File: src/rtl/unidade_controle.sv
// unidade_controle: multi-cycle control/execute unit in front of a 16x16 register file.
//   clk, reset (async, active-high)
//   instr_valid/instr/instr_ready : one-at-a-time instruction handshake
//   endereco_reg1/2, conteudo_reg1/2 : asynchronous operand reads
//   endereco_escrita/conteudo_escrita/enable : one-cycle write strobe
//   ativar_clear : one-cycle clear-all strobe
//   resultado : last written or displayed value
//   pronto/erro : completion pulse, erro flags an illegal opcode
module unidade_controle #(
   parameter int LARGURA = 16
) (
   input  logic               clk,
   input  logic               reset,
   input  logic               instr_valid,
   input  logic [15:0]        instr,
   output logic               instr_ready,
   output logic [3:0]         endereco_reg1,
   output logic [3:0]         endereco_reg2,
   input  logic [LARGURA-1:0] conteudo_reg1,
   input  logic [LARGURA-1:0] conteudo_reg2,
   output logic [3:0]         endereco_escrita,
   output logic [LARGURA-1:0] conteudo_escrita,
   output logic               enable,
   output logic               ativar_clear,
   output logic [LARGURA-1:0] resultado,
   output logic               pronto,
   output logic               erro
);
   localparam int CW = $clog2(LARGURA);
   typedef enum logic [1:0] {OCIOSO, LEITURA, EXECUTA, ESCRITA} estado_t;
   estado_t estado;
   logic [15:0] instr_reg;
   logic [LARGURA-1:0] op_a, op_b, res;
   logic [CW-1:0] cnt;
   logic [3:0] op;
   logic escreve, limpa, ilegal, salta, imediato, subtrai, mul, mul_fim;
   assign op = instr_reg[15:12];
   assign escreve = (op != 4'd0) && (op <= 4'd5);
   assign limpa = op == 4'd6;
   assign ilegal = op[3];
   assign salta = (op == 4'd0) || limpa || ilegal;
   assign imediato = (op == 4'd2) || (op == 4'd4);
   assign subtrai = (op == 4'd3) || (op == 4'd4);
   assign mul = op == 4'd5;
   assign mul_fim = cnt == CW'(LARGURA - 1);
   assign endereco_reg1 = instr_reg[7:4];
   assign endereco_reg2 = instr_reg[3:0];
   assign endereco_escrita = instr_reg[11:8];
   assign conteudo_escrita = res;
   // Strobes are registered on the transition into ESCRITA, so they are high exactly while in ESCRITA.
   always_ff @(posedge clk or posedge reset) begin
      if (reset) begin
         estado <= OCIOSO;
         instr_ready <= 1'b0;
         instr_reg <= '0;
         op_a <= '0;
         op_b <= '0;
         res <= '0;
         cnt <= '0;
         resultado <= '0;
         enable <= 1'b0;
         ativar_clear <= 1'b0;
         pronto <= 1'b0;
         erro <= 1'b0;
      end else begin
         enable <= 1'b0;
         ativar_clear <= 1'b0;
         pronto <= 1'b0;
         erro <= 1'b0;
         case (estado)
            OCIOSO: begin
               if (instr_valid && instr_ready) begin
                  instr_reg <= instr;
                  instr_ready <= 1'b0;
                  estado <= LEITURA;
               end else begin
                  instr_ready <= 1'b1;
               end
            end
            LEITURA: begin
               op_a <= conteudo_reg1;
               op_b <= imediato ? {{(LARGURA-4){1'b0}}, instr_reg[3:0]} : conteudo_reg2;
               res <= '0;
               cnt <= '0;
               estado <= salta ? ESCRITA : EXECUTA;
               ativar_clear <= limpa;
               erro <= ilegal;
               pronto <= salta;
            end
            EXECUTA: begin
               if (mul) begin
                  // shift-add: one multiplier bit per cycle, fixed LARGURA cycles
                  res <= res + (op_b[0] ? op_a : '0);
                  op_a <= op_a << 1;
                  op_b <= op_b >> 1;
                  cnt <= cnt + 1'b1;
                  if (mul_fim) begin
                     estado <= ESCRITA;
                     enable <= 1'b1;
                     pronto <= 1'b1;
                  end
               end else begin
                  res <= subtrai ? op_a - op_b : (op == 4'd7) ? op_a : op_a + op_b;
                  estado <= ESCRITA;
                  enable <= escreve;
                  pronto <= 1'b1;
               end
            end
            ESCRITA: begin
               if (escreve || op == 4'd7) resultado <= res;
               instr_ready <= 1'b1;
               estado <= OCIOSO;
            end
         endcase
      end
   end
endmodule

File: config.mk
export PLATFORM = sky130hd
export DESIGN_NAME = unidade_controle
export DESIGN_NICKNAME = d
export VERILOG_FILES = /design/src/rtl/unidade_controle.sv
export SDC_FILE = /design/constraint.sdc
export NUM_CORES = 1
export LEC_CHECK = 0
export CORE_ASPECT_RATIO = 1.1
export CORE_MARGIN = 3
export CORE_UTILIZATION = 41
export DETAILED_ROUTE_END_ITERATION = 10
export PLACE_DENSITY = 0.74
export SYNTH_ARGS = -nofsm -noshare
export SYNTH_HDL_FRONTEND = slang
export SYNTH_SLANG_ARGS = --single-unit
File: constraint.sdc
create_clock -name clk -period 3.41 [get_ports clk]
set_clock_uncertainty 0.2 [all_clocks]
set_input_delay 0.5115 -clock clk [delete_from_list [all_inputs] [get_ports clk]]
set_output_delay 0.5115 -clock clk [all_outputs]
set_load 0.02 [all_outputs]
# After elaboration in Yosys (flattened, before gate mapping)
# Cells that the tools add are included.
# classes
n_addsub	4
magnitude_cmp	1
eq_ne	13
muxes	26
n_reduce_logical	16
# op_table
cell	count
$mux W16	7
$pmux W16 S2	3
$add A16 B16 Y16	2
$eq A4 B3 Y1 const B	4
$sub A16 B16 Y16	1
$eq A4 B2 Y1 const B	2
$mux W1	8
$pmux W2 S4	1
$pmux W4 S2	1
$reduce_and A2 Y1	4
$mux W2	3
$logic_or A1 B1 Y1	5
$add A4 B1 Y4 const B	1
$eq A2 B2 Y1 const B	2
$eq A4 B4 Y1 const B	1
$le A4 B3 Y1 const B	1
$logic_not A4 Y1	1
$mux W4	1
$ne A2 B2 Y1 const B	2
$pmux W1 S2	2
$reduce_bool A2 Y1	2
$reduce_bool A4 Y1	1
$ne A3 B3 Y1 const B	1
$eq A2 B1 Y1 const B	1
other kinds (2)	3
# word_totals
reg_bits	91
in_bits	51
out_inout_bits	49
word_cells	72

# Depth between registers and ports, before layout
# logic_depth
word_depth	5
depth_mapped	12
ltp_nobuf	12

# Worst setup path after synthesis
# No wires, ideal clock.
# synth_path
path_type	reg2reg
startpoint	reg op_b[0]
endpoint	reg res[15] (netlist: conteudo_escrita[15])
setup_time_ns	0.119
t_arrival_ns	2.666
required_time_ns	3.091
slack_ns	0.426
stages_incl_launch_ff	13
period_less_slack_ns	2.984
path_cell_list	dfrtp_1 > clkbuf_1 > nand2_1 > inv_1 > ha_1 > a21o_1 > a221o_1 > o211ai_2 > nand3b_2 > a31o_1 > a221o_1 > a41oi_1 > a21bo_1
# synth_via
elab_chain_cells	5
elab_cells_between_ends	8
# synth_lines
element	line_no	source
start: declaration	33	logic [LARGURA-1:0] op_a, op_b, res;
start signal: assignment	82	op_b <= imediato ? {{(LARGURA-4){1'b0}}, instr_reg[3:0]} : conteudo_reg2;
start signal: assignment	95	op_b <= op_b >> 1;
$add A16 B16 Y16	103	res <= subtrai ? op_a - op_b : (op == 4'd7) ? op_a : op_a + op_b;
$mux W16 (2 in a row)	103	
$mux W16 (*)	91	if (mul) begin
$pmux W16 S2 (*)	70	case (estado)
end signal: assignment	93	res <= res + (op_b[0] ? op_a : '0);
end signal: assignment	103	
end: declaration	33	
# Mark *: on every way between the ends. The rest lies on a longest branch, timed or not.
# A chain may end at the register's enable or synchronous reset.

# Worst setup path after layout
# Same ends and word-level chain as after synthesis.

==> metrics.yaml <==
sta:
  setup_viol: 0
  drv_slew: 0
  fin_crit_ns: 3.25
  hold_viol_final: 0
  setup-tns-final_ns: 0
  worst_slew_pin_slew_ns: 0.768
  fmax_mhz: 308
  slew_headroom: 0.487
  post-route-period-util: 0.952
  fin_ws_ns: 0.162
  grt_setup_unrepaired: "false"
  holdWs_ns: 0.279
clocking:
  clock_path_buffers: 2
  ctsRootBufferMaster: "clkbuf_16"
  cts_hold_buf: 0
  post_cts_buffers: 0
  cts_buffers: 9
  cts_tree: "done"
  insertion_delay_ns: 0.35
  htreeDepth: 3
  cts.sinks: 91
  path_clk_slew_ns: 0.06
logic_synthesis:
  yosysSeqAreaShare: 0.344
  synthAdderAreaFrac: 0.104
  synth_top_area_frac: 0.344
  synth_ff_type: "dfrtp_1"
  avgSynthCellArea_um2: 8.92
  synth_mux_area_frac: 0.0848
  synthCells: 741
  synth_edf_count: 0
  synth-simple-area-share: 0.151
  ys_warn_count: 0
  ys_types: 80
  yosys-top-cells-area: "dfrtp_1, ha_1, mux2_2, nand2_1, a21oi_1"
  synth_xor_area_frac: 0.0185
  ys_ff_latch: 91
  synth-compound-area-share: 0.237
  syn_area_um2: 6610
  synth_area_leader_cell: "dfrtp_1"
  async_flop_share: 1.00
  synth_top_family_by_area: "compound AO/OA/AOI/OAI gates"
  yosysMostFrequentCell: "dfrtp_1"
  synth.top_cells.by_count: "dfrtp_1, nand2_1, nor2_1"
  synth_nets: 845
floorplanning:
  die_h_um: 139
  start_util: 0.420
  row_count: 48
  die-area_um2: 17700
  boundaryPins: 100
  die_x_um: 127
  coreArea_um2: 15700
global_route:
  grt_pass1_wl_um: 27300
  use_met2: 0.288
  grt_use_met1: 0.277
  grt_util_all_layers: 0.189
  grt_max_degree: 54
  grt_pass1_vias: 5217
  antenna_found_initial: 0
  grt.busiest_layer: "met2"
  grt.overflow.total: 0
  grtUsageMet3: 0.0239
setup_path:
  end_kind: "flop"
  cp-start-kind: "flop"
  crit_chain: "buf_4 > and2_1 > ha_1 > and3_1 > a221o_1 > o211ai_2 > nand3b_2 > a31o_1 > a221o_1 > a41oi_1 > a21bo_1"
  slowest_delay_ns: 0.46
  crit_arrival_ns: 3.29
  cp.required_ns: 3.45
  path_buf_inv: 1
  slowest_stage: "dfrtp_1"
  path_class: "flop to flop"
  crit_family: "compound AO/OA/AOI/OAI gates"
  path_max_fanout: 12
  crit_top_cell: "a221o_1"
drt:
  routedWlPerCell_um: 16.1
  vias: 5716
  ant_nets: 0
  drtIter0Drc: 435
  post_drt_via_cell_ratio: 5.58
  drt-total-wl_um: 16500
  dr.pass1.iters: 5
  drc: 0
run_status:
  status: "finished clean"
layout:
  layout.nets: 925
  drive_above_1_share: 0.0994
  syn2layout_area_growth_pct: 22.1
  final_cell_area_um2: 8070
  diodes: 0
place:
  dp_hpwl_um: 12500
  io_buffer_count: 99
  gp_congestion: 0.916
  placed_area_um2: 7760
  dp_slack_ns: 0.199
pwr:
  power.ir.vdd_worst_uv: 437
  p_per_area_nw_per_um2: 1070
  p_leak_nw: 3.64
hold_path:
  hp-class: "flop to flop"
flow_run:
  maxCapViolCount: 0
-- layout by cell type (no fill, tap or decap), types with 7 or more instances in the layout --
cell,instances
a211oi_1,20
a21o_1,8
a21oi_1,51
a221o_1,7
and2_1,15
buf_4,16
clkbuf_16,9
clkdlybuf4s50_1,99
dfrtp_1,91
ha_1,49
inv_1,36
mux2_2,31
mux2i_1,20
nand2_1,73
nand2b_1,7
nand3_1,11
nor2_1,66
nor2b_1,8
nor3_1,8
o21a_1,13
o21ai_0,52
o221ai_1,8
o2bb2ai_1,7
xnor2_1,9
-- layer usage --
layer / vias up / share of wire
met1: 2686 / 0.47
met3: 21 / 0.056
met4: 0 / 0.018
met2: 187 / 0.45
met5: - / 0
li1: 2822 / -
-- worst min-delay path: cells and delay by family (launching register included) --
family	cells	cell delay, ns
and+or+nand+nor	1	0.05
AOI/OAI and AO/OA	1	0.06
DFF	1	0.34
-- metrics by stage --
| step | instances | utilization | total power (W) |
|---|---|---|---|
| finish | 1025 | 0.513 | 0.00862 |
| detailed placement | 1010 | 0.493 | 0.00752 |
| CTS | 1025 | 0.513 | 0.00858 |
| global route | 1025 | 0.513 | 0.00936 |
| global placement | 1010 | 0.493 | 0.00743 |
| floorplan | 741 | - | 0.00606 |
-- layout make-up --
type / count / area, µm²
fill: 1432 / 7660
tap: 200 / 250
multi-input combinational: 565 / 3950
sequential: 91 / 2280
inverter: 37 / 140
timing repair buffer: 117 / 1150
clock inverter: 4 / 50.0
clock buffer: 11 / 253
-- report_power, final --
group	total [W]	leakage, nW	switching [W]	internal [W]
combinational	0.00559	2.35	0.00317	0.00242
clock	0.00102	0.144	0.000414	0.000602
sequential	0.00201	1.15	0.000487	0.00152
-- cells by family (layout without fill, tap and decap cells) --
kind of cell    after synthesis  count (layout)
compound gates              232             232
xor+xnor                     14              14
fa+ha+maj                    53              53
buf+inv                      85             169
flops                        91              91
mux                          52              52
simple gates                214             214
-- path summary, 6_finish.rpt --
check	from	endpoint	slack (ns)	cells after the start
worst min register to register	resultado[1]$_DFFE_PP0P_	resultado[1]$_DFFE_PP0P_	0.28	2
max in group asynchronous	reset	op_b[13]$_DFFE_PP0P_	1.91	3
min in group asynchronous	reset	instr_reg[10]$_DFFE_PP0P_	0.38	2
worst max-delay path	op_b[0]$_DFFE_PP0P_	conteudo_escrita[15]$_DFFE_PP0P_	0.16	11
worst min-delay path	resultado[1]$_DFFE_PP0P_	resultado[1]$_DFFE_PP0P_	0.28	2
worst max register to register	op_b[0]$_DFFE_PP0P_	conteudo_escrita[15]$_DFFE_PP0P_	0.16	11
-- what timing repair did --
item	CTS	global route
gates resized for setup	0	1
setup endpoints to repair	0	1
endpoints found under the hold margin	0	0
Note: power is estimated with default switching activity, not from simulation.
